File: config.mk
export PLATFORM = sky130hd
export DESIGN_NAME = fetch_queue_flat
export DESIGN_NICKNAME = d
export VERILOG_FILES = /design/src/rtl/fetch_queue_if.sv /design/src/rtl/fetch_queue.sv /design/src/flat_wrapper.sv
export SDC_FILE = /design/constraint.sdc
export NUM_CORES = 1
export LEC_CHECK = 0
export ABC_CLOCK_PERIOD_IN_PS = 7670
export BUFFER_PORTS_ARGS = -buffer_cell sky130_fd_sc_hd__buf_2
export CAP_MARGIN = 20
export CORE_UTILIZATION = 55
export CTS_CLUSTER_SIZE = 10
export DETAILED_ROUTE_END_ITERATION = 10
export PLACE_DENSITY = 0.77
export SETUP_SLACK_MARGIN = 0.2
export SLEW_MARGIN = 15
export SYNTH_ARGS = -nofsm -noshare
export SYNTH_HDL_FRONTEND = slang
export SYNTH_SLANG_ARGS = --single-unit
File: constraint.sdc
create_clock -name clk -period 7.67 [get_ports clk]
set_clock_uncertainty 0.1 [all_clocks]
set_input_delay 0.3835 -clock clk [delete_from_list [all_inputs] [get_ports clk]]
set_output_delay 0.3835 -clock clk [all_outputs]
set_load 0.01 [all_outputs]
File: src/rtl/fetch_queue_if.sv
// Fetch/decode-side handshake bundle for the 2-wide fetch queue.
// The master modport drives fetch groups, flush and deq_count; the slave modport is the queue.
interface fetch_queue_if #(
    parameter int unsigned DEPTH = 8
);
    localparam int unsigned CW = $clog2(DEPTH) + 1;

    logic          in_valid [2];
    logic [31:0]   in_instr [2];
    logic [31:0]   in_pc    [2];
    logic          in_ready;
    logic          flush;
    logic [1:0]    deq_count;
    logic          is_valid [2];
    logic [31:0]   instr    [2];
    logic [31:0]   pc       [2];
    logic [CW-1:0] count;

    modport master (
        output in_valid, in_instr, in_pc, flush, deq_count,
        input  in_ready, is_valid, instr, pc, count
    );

    modport slave (
        input  in_valid, in_instr, in_pc, flush, deq_count,
        output in_ready, is_valid, instr, pc, count
    );
endinterface

File: src/rtl/fetch_queue.sv
// 2-wide circular instruction buffer between fetch and decode.
// Two oldest entries are presented to decode; flush empties the queue in one cycle.
module fetch_queue #(
    parameter int unsigned DEPTH = 8
) (
    input  logic         clk,
    input  logic         reset,
    fetch_queue_if.slave bus
);
    localparam int unsigned PW = $clog2(DEPTH);
    localparam int unsigned CW = PW + 1;

    logic [PW-1:0] r_head;
    logic [PW-1:0] r_tail;
    logic [CW-1:0] r_count;
    logic [31:0]   r_instr_mem [DEPTH];
    logic [31:0]   r_pc_mem    [DEPTH];

    logic          w_in_ready;
    logic          w_enq_ok;
    logic [1:0]    w_enq_n;
    logic [1:0]    w_deq_req;
    logic [1:0]    w_deq_eff;
    logic [PW-1:0] w_wr_addr1;
    logic [PW-1:0] w_head1;

    // Room for a full pair is judged on the registered count only, so a full-minus-one queue stalls fetch.
    assign w_in_ready = (r_count <= CW'(DEPTH - 2));
    assign w_enq_ok   = w_in_ready && !bus.flush;
    assign w_wr_addr1 = bus.in_valid[0] ? (r_tail + PW'(1)) : r_tail;
    assign w_head1    = r_head + PW'(1);

    always_comb begin
        w_enq_n   = 2'd0;
        w_deq_req = bus.deq_count;
        w_deq_eff = 2'd0;
        if (w_enq_ok) begin
            w_enq_n = 2'(bus.in_valid[0]) + 2'(bus.in_valid[1]);
        end
        if (bus.deq_count == 2'd3) begin
            w_deq_req = 2'd2;
        end
        // Request is at most 2, so a smaller count fits in its low two bits.
        if (CW'(w_deq_req) > r_count) begin
            w_deq_eff = r_count[1:0];
        end else begin
            w_deq_eff = w_deq_req;
        end
    end

    // Storage carries no reset; validity is tracked by head/count alone.
    always_ff @(posedge clk) begin
        if (w_enq_ok) begin
            if (bus.in_valid[0]) begin
                r_instr_mem[r_tail] <= bus.in_instr[0];
                r_pc_mem[r_tail]    <= bus.in_pc[0];
            end
            if (bus.in_valid[1]) begin
                r_instr_mem[w_wr_addr1] <= bus.in_instr[1];
                r_pc_mem[w_wr_addr1]    <= bus.in_pc[1];
            end
        end
    end

    always_ff @(posedge clk or posedge reset) begin
        if (reset) begin
            r_head  <= '0;
            r_tail  <= '0;
            r_count <= '0;
        end else if (bus.flush) begin
            r_head  <= '0;
            r_tail  <= '0;
            r_count <= '0;
        end else begin
            r_head  <= r_head + PW'(w_deq_eff);
            r_tail  <= r_tail + PW'(w_enq_n);
            r_count <= r_count + CW'(w_enq_n) - CW'(w_deq_eff);
        end
    end

    // Decode view: empty slots drive zeros so stale storage never leaks out.
    always_comb begin
        bus.in_ready    = w_in_ready;
        bus.count       = r_count;
        bus.is_valid[0] = 1'b0;
        bus.is_valid[1] = 1'b0;
        bus.instr[0]    = 32'd0;
        bus.instr[1]    = 32'd0;
        bus.pc[0]       = 32'd0;
        bus.pc[1]       = 32'd0;
        if (r_count >= CW'(1)) begin
            bus.is_valid[0] = 1'b1;
            bus.instr[0]    = r_instr_mem[r_head];
            bus.pc[0]       = r_pc_mem[r_head];
        end
        if (r_count >= CW'(2)) begin
            bus.is_valid[1] = 1'b1;
            bus.instr[1]    = r_instr_mem[w_head1];
            bus.pc[1]       = r_pc_mem[w_head1];
        end
    end
endmodule
File: src/flat_wrapper.sv
// flat-port wrapper written by rule: the top's interface ports become plain ports
module fetch_queue_flat 
#(
    parameter int unsigned DEPTH = 8
)
  (clk, reset, bus_in_valid, bus_in_instr, bus_in_pc, bus_flush, bus_deq_count, bus_in_ready, bus_is_valid, bus_instr, bus_pc, bus_count);
  fetch_queue_if #(.DEPTH(DEPTH)) bus_i ();
  input  logic clk;
  input  logic reset;
  input wire logic [$bits(bus_i.in_valid)-1:0] bus_in_valid;
  input wire logic [$bits(bus_i.in_instr)-1:0] bus_in_instr;
  input wire logic [$bits(bus_i.in_pc)-1:0] bus_in_pc;
  input wire logic [$bits(bus_i.flush)-1:0] bus_flush;
  input wire logic [$bits(bus_i.deq_count)-1:0] bus_deq_count;
  output wire logic [$bits(bus_i.in_ready)-1:0] bus_in_ready;
  output wire logic [$bits(bus_i.is_valid)-1:0] bus_is_valid;
  output wire logic [$bits(bus_i.instr)-1:0] bus_instr;
  output wire logic [$bits(bus_i.pc)-1:0] bus_pc;
  output wire logic [$bits(bus_i.count)-1:0] bus_count;
  assign bus_i.in_valid = {>>{bus_in_valid}};
  assign bus_i.in_instr = {>>{bus_in_instr}};
  assign bus_i.in_pc = {>>{bus_in_pc}};
  assign bus_i.flush = bus_flush;
  assign bus_i.deq_count = bus_deq_count;
  assign bus_in_ready = bus_i.in_ready;
  assign bus_is_valid = {>>{bus_i.is_valid}};
  assign bus_instr = {>>{bus_i.instr}};
  assign bus_pc = {>>{bus_i.pc}};
  assign bus_count = bus_i.count;
  fetch_queue #(.DEPTH(DEPTH)) u_core (.clk(clk), .reset(reset), .bus(bus_i));
endmodule
# Yosys cells after proc, flatten, opt, wreduce, memory -nomap -nowiden
# Memories as Yosys holds them, arrays and structs flattened.
# Index checks and enable logic that the tools add are counted.
[totals] romBits=0 out_inout_bits=135 latch_bits=0 register_bits=10 ramBits=512 memories=2
[op_classes] bitwise_logic=0 muxes=19 eq_ne=1 div_mod_pow=0 addsub=7 n_lt_le_gt_ge=4 n_mul=0 reduce_logical=2 shifts=0
[memory_table] memory="u_core.r_instr_mem" depth=8 word_bits=32 read_ports=2 rd_ports_with_merged_regs=0 write_ports=2 line_no="fetch_queue.sv:16" rtl="logic [31:0] r_instr_mem [DEPTH];"
[memory_table] memory="u_core.r_pc_mem" depth=8 word_bits=32 read_ports=2 rd_ports_with_merged_regs=0 write_ports=2 line_no="fetch_queue.sv:17" rtl="logic [31:0] r_pc_mem [DEPTH];"
[ops] cell="32-bit two-way mux" count=4
[ops] cell="3-bit two-way mux" count=3
[ops] cell="1-bit two-way mux" count=8
[ops] cell="3-bit by 1-bit adder with 3-bit output, second input constant" count=2
[ops] cell="3-bit by 2-bit adder with 3-bit output" count=2
[ops] cell="2-bit two-way mux" count=3
[ops] cell="4-bit by 2-bit adder with 4-bit output" count=1
[ops] cell="4-bit by 1-bit greater-or-equal comparator with 1-bit output, second input constant" count=1
[ops] cell="4-bit by 2-bit greater-or-equal comparator with 1-bit output, second input constant" count=1
[ops] cell="2-bit by 4-bit > comparator with 1-bit output" count=1
[ops] cell="4-bit by 3-bit <= comparator with 1-bit output, second input constant" count=1
[ops] cell="4-bit two-way mux" count=1
[ops] cell="4-bit by 2-bit subtractor with 4-bit output" count=1
[ops] cell="1-bit by 1-bit adder with 2-bit output" count=1
[ops] cell="2-bit == test, second input constant" count=1
[ops] cell="1-bit logical AND" count=1
[ops] cell="1-bit zero test" count=1

# Depth between registers and ports, before layout
[logic_depth] word_depth=6 ltp_mapped=12

# Worst setup path before layout
# OpenSTA, ideal clock, no wires.
[synth_timing] kind="flip-flop to flip-flop" start="reg u_core.r_count[3], in the netlist u_core.bus.count[3]" end="mem u_core.r_instr_mem[3][0] (enable)" synth_period_minus_slack_ns=6.684 setup_slack_ns=0.986 arrival_time_ns=6.009 path_buffers=0 required_ns=6.996 path_stages_with_launch=7 setup_ns=0.574 path_cell_list="dfrtp_1 -> inv_1 -> ha_1 -> and3_1 -> a211oi_1 -> nand2b_1 -> o21ai_0"
[synth_rtl] element="from (decl)" line_no="fetch_queue.sv:15" rtl="logic [CW-1:0] r_count;"
[synth_rtl] element="from (signal assigned)" line_no="fetch_queue.sv:77" rtl="r_count <= r_count + CW'(w_enq_n) - CW'(w_deq_eff);"
[synth_rtl] element="to (decl)" line_no="fetch_queue.sv:16"

# Final worst setup path
[layout_timing] start="reg u_core.r_head[1]" end="out bus_instr[36]"
[layout_via] elab_chain_len=2
[layout_rtl] element="from (decl)" line_no="fetch_queue.sv:13" rtl="logic [PW-1:0] r_head;"
[layout_rtl] element="from (signal assigned)" line_no="fetch_queue.sv:75" rtl="r_head <= r_head + PW'(w_deq_eff);"
[layout_rtl] element="memory 8 x 32 bit"
[layout_rtl] element="32-bit two-way mux" line_no="fetch_queue.sv:91" rtl="if (r_count >= CW'(1)) begin"
[layout_rtl] element="to (decl)" line_no="flat_wrapper.sv:17" rtl="output wire logic [$bits(bus_i.instr)-1:0] bus_instr;"
# Every way passes these cells.

==> summary.md <==
Counting the buffers created by CTS gives 59. The number of nets in the synthesized netlist is 2016. Setup repair after global routing left no endpoint under its margin. Launch instance of the worst min-delay path: bus_in_pc[57]. For this run, the detailed router's first-pass iteration total came to 5. Height of the die: 238 um. The number of nets in the layout was 2232; the mean routed wirelength per cell was 28.2 um. The synthesis warning total is 0.

The max-cap violation count was 0; the relative contribution of sequential cells to total power was 32.4%. The congestion estimate from routability-driven global placement came to 0.805. The count of nets left with antenna violations once routing finished came out at 0. The critical path capture point type is an output pin.

The tools report the final hold violation count as 0. The most used flip-flop cell after synthesis is sky130_fd_sc_hd__edfxtp_1. Number of synthesized flops with an enable pin: 512. The logs give 28.9% for the global-route usage over all layers and 22.6% for the worst relative slew slack.

In this run the mean area of a mapped cell was 16.4 um2. The startpoint identified for the worst register-to-register timing path is u_core.bus.count[3]$_DFF_PP0_. The final max-slew violation count was 0; the post-synthesis cell type count was 36. The buffer depth of the longest clock path is 3, and the worst endpoint data arrival time is 4.45 ns. The layout has 4040 filler cells. In this run the worst hold path is classified as in -> reg. The H-tree was split into 2 levels. Setup violations remaining at the end of the flow were counted as 0. The logs give 45.3% for the power share of the combinational group and 522 for the CTS sink count. The number of cells traversed by the worst register-to-register path was 8. The floorplan step defined a die boundary enclosing 56500 um2. The final clock period utilization by the worst path is 64.3%. The run finished with clean final reports. Summed over all cells, the static leakage comes to 11.3 nW. For this block, the routed nets add up to 80700 um of wire. The switching fraction of total power is 36.6%, and the accumulated negative setup slack is 0 ns. Root buffer cell: sky130_fd_sc_hd__clkbuf_16. The horizontal die dimension came out at 238 um. Highest net fanout along the worst path: 50. The DRC marker count from the first detailed-route iteration is 2010.

For the clock network latency to the later pin of the worst-skew pair, the log shows 0.61 ns. The tools report the via count of the first global-routing pass as 19806. The half-perimeter wire length after placement was 48000 um; the proportion of synthesized chip area in sequential cells was 51.1%. The post-synthesis cell type with the largest combined area was sky130_fd_sc_hd__edfxtp_1.

STA classifies the critical path startpoint as a flip-flop. The summed instance area of the synthesized netlist was 30600 um2. Along the worst hold path, the cell count comes to 2. After clock tree synthesis, the clock-pin slew on the worst setup and hold paths is 0.06 ns. The shortest period the worst path allows was 4.93 ns. The initial core utilization is 55.6%. The first global-routing pass estimated 122000 um of wire. The flop and latch count out of synthesis was 522. For this design the top-level I/O count stands at 270.

The share of layout cells above drive strength 1 is 55.3%, and the initial antenna violation count is 15. The worst-case IR drop observed on VDD is 0.253 mV. Synthesis produced 1863 cells. The number of buffer cells added on primary ports works out to 269. The top cell type by area accounts for 50.3% of the synthesized area.

Data on the critical path is required at its endpoint by 7.19 ns. The final global-route overflow total came out at 0. TritonCTS built the clock tree. Sorting the synthesized cells by area gives the leading types as sky130_fd_sc_hd__edfxtp_1 (50%), sky130_fd_sc_hd__mux2_2 (19%), sky130_fd_sc_hd__mux4_2 (19%). For hold timing, the worst endpoint is u_core.r_pc_mem[6][25]$_DFFE_PP_. The mean number of vias per cell came out at 6.58. Entering global routing, the biggest net connects 125 pins. The power density relative to cell area was 322 nW/um2; the measured slew at the worst slew-check pin was 1.16 ns. The worst setup path category is reg -> out.

From synthesis to final layout, the design area changed by 11.4%. The clock network accounts for 22.3% of the total power. Power comes to 0.0110 W. Of all flip-flops after synthesis, the portion carrying an async set or reset was 1.92%. Post-CTS timing repair inserted 0 buffers for setup. Across all layers, the routed design uses 18814 vias.

The tools report the area inside the core boundary as 55000 um2. After detailed routing, the number of remaining DRC violations is 0. In this run the critical register-to-register path is captured at u_core.r_pc_mem[1][6]$_DFFE_PP_. The highest achievable clock rate was 203 MHz; the internal power summed over all cells was 0.00694 W. Total number of placement rows: 86.

The minimum setup slack among reg-to-reg paths was 3.07 ns. The analysis attributes to net switching a power of 0.00401 W.
## timing repair
action / 4_1_cts / 5_1_grt
hold buffers: 2 / 0
resized for setup: 0 / 0
hold endpoints to repair: 11 / 0
## kinds of logic after synthesis
| family | synth area share, % |
|---|---|
| mux | 39.9 |
| buf+inv | 3.22 |
| flops | 51.1 |
| xor+xnor | 0.172 |
| simple gates | 3.17 |
| compound gates | 1.59 |
| fa+ha+maj | 0.835 |
## cells in the mapped netlist (all sizes together) (2+ instances only)
cell type	number
edfxtp	512
mux2	512
mux4	256
nand2	134
buf	106
nor2	69
a21oi	66
mux2i	66
clkbuf	45
ha	14
dfrtp	10
inv	10
nor2b	7
o21ai	7
and3	6
and2	5
nand3	5
o21bai	5
xnor2	5
fa	4
nand3b	4
nand2b	3
a21o	2
## power by group through the flow
| stage | sequential (W) | combinational, W | clock [W] |
|---|---|---|---|
| after floorplan | 0.00348 | 0.00342 | 0 |
| after global placement | 0.00359 | 0.00491 | 0 |
| after detailed placement | 0.00361 | 0.00497 | 0 |
| after CTS | 0.00355 | 0.00499 | 0.00247 |
| after global routing | 0.00357 | 0.00532 | 0.00257 |
| final | 0.00355 | 0.00496 | 0.00245 |
## cell usage in the layout (no fill, tap or decap), types with 2 or more instances in the layout
| cell | synthesis | layout |
|---|---|---|
| sky130_fd_sc_hd__mux2_2 | 512 | 512 |
| sky130_fd_sc_hd__edfxtp_1 | 512 | 512 |
| sky130_fd_sc_hd__buf_2 | 49 | 269 |
| sky130_fd_sc_hd__mux4_2 | 256 | 256 |
| sky130_fd_sc_hd__nand2_1 | 134 | 134 |
| sky130_fd_sc_hd__nor2_1 | 69 | 69 |
| sky130_fd_sc_hd__mux2i_1 | 66 | 66 |
| sky130_fd_sc_hd__a21oi_1 | 66 | 66 |
| sky130_fd_sc_hd__clkbuf_16 | 0 | 59 |
| sky130_fd_sc_hd__buf_4 | 5 | 31 |
| sky130_fd_sc_hd__clkbuf_1 | 45 | 18 |
| sky130_fd_sc_hd__ha_1 | 14 | 13 |
| sky130_fd_sc_hd__diode_2 | 0 | 12 |
| sky130_fd_sc_hd__inv_1 | 10 | 10 |
| sky130_fd_sc_hd__nor2b_1 | 7 | 7 |
| sky130_fd_sc_hd__dfrtp_1 | 10 | 7 |
| sky130_fd_sc_hd__and3_4 | 0 | 5 |
| sky130_fd_sc_hd__o21bai_4 | 0 | 5 |
| sky130_fd_sc_hd__nand3b_1 | 4 | 4 |
| sky130_fd_sc_hd__o21ai_0 | 7 | 4 |
| sky130_fd_sc_hd__xnor2_1 | 5 | 4 |
| sky130_fd_sc_hd__fa_1 | 4 | 4 |
| sky130_fd_sc_hd__nand2b_1 | 3 | 3 |
| sky130_fd_sc_hd__and2_1 | 5 | 3 |
| sky130_fd_sc_hd__nand3_4 | 0 | 3 |
| sky130_fd_sc_hd__o21ai_4 | 0 | 3 |
| sky130_fd_sc_hd__buf_16 | 0 | 3 |
| sky130_fd_sc_hd__dfrtp_4 | 0 | 3 |
| sky130_fd_sc_hd__nand3_1 | 5 | 2 |
| sky130_fd_sc_hd__a21o_1 | 2 | 2 |
| sky130_fd_sc_hd__and2_4 | 0 | 2 |
| sky130_fd_sc_hd__dlygate4sd3_1 | 0 | 2 |
## cell type report
type	instances	area [um2]	share of cell area (%)
flip-flops and latches	522	15600	45.9
multi-input cells	1180	14200	41.6
repair buffers	306	1700	5.00
clock buffers	77	1540	4.53
well taps	748	936	2.75
inverters	10	37.5	0.110
diodes	12	30.0	0.0882
clock inverters	3	20.0	0.0588
## layer usage
metal / vias to the layer above / track usage, % / routed length [um]
met5: - / 0 / 76
met4: 12 / 10.1 / 2430
met3: 155 / 4.90 / 6140
met2: 847 / 49.9 / 41300
met1: 9821 / 37.0 / 30700
li1: 7979 / - / -
## flip-flops by register name, summed over array words and instances (netlist names)
name / cells
u_core.r_pc_mem: 256
u_core.r_head: 3
u_core.bus.count: 4
u_core.r_tail: 3
u_core.r_instr_mem: 256
## critical path, stage by stage, from the launching register on
cell and delay [ns]:
sky130_fd_sc_hd__dfrtp_4 0.94, sky130_fd_sc_hd__buf_4 0.79, sky130_fd_sc_hd__buf_4 0.82, sky130_fd_sc_hd__mux4_2 0.61, sky130_fd_sc_hd__mux2i_1 0.30, sky130_fd_sc_hd__nor2_1 0.07
sky130_fd_sc_hd__buf_2 0.18
## how the worst max path moves through the flow
stage,start,endpoint,slack [ns],depth (start not counted)
after floorplan,u_core.bus.count[3]$_DFF_PP0_,u_core.r_instr_mem[3][0]$_DFFE_PP_,0.99,6
after global placement,u_core.bus.count[3]$_DFF_PP0_,u_core.r_pc_mem[1][6]$_DFFE_PP_,3.10,8
after detailed placement,u_core.bus.count[3]$_DFF_PP0_,u_core.r_pc_mem[1][6]$_DFFE_PP_,3.06,8
after CTS,u_core.r_head[1]$_DFF_PP0_,bus_instr[36],2.63,6
after global routing,u_core.r_head[1]$_DFF_PP0_,bus_instr[44],2.49,6
final,u_core.r_head[1]$_DFF_PP0_,bus_instr[36],2.74,6
## through the flow
step / worst slack [ns] / hold WS, ns / cell area [um2] / utilization [%] / instances
final: 2.74 / 0.0759 / 34100 / 61.9 / 2858
after global routing: 2.49 / 0.0689 / 34000 / 61.9 / 2851
after CTS: 2.63 / 0.0474 / 33900 / 61.7 / 2843
after detailed placement: 3.06 / 0.290 / 32400 / 58.9 / 2761
after global placement: 3.10 / 0.269 / 32400 / 58.9 / 2761
after floorplan: 0.986 / 0.124 / 30600 / - / 1863
(Power assumes the default switching activity.)
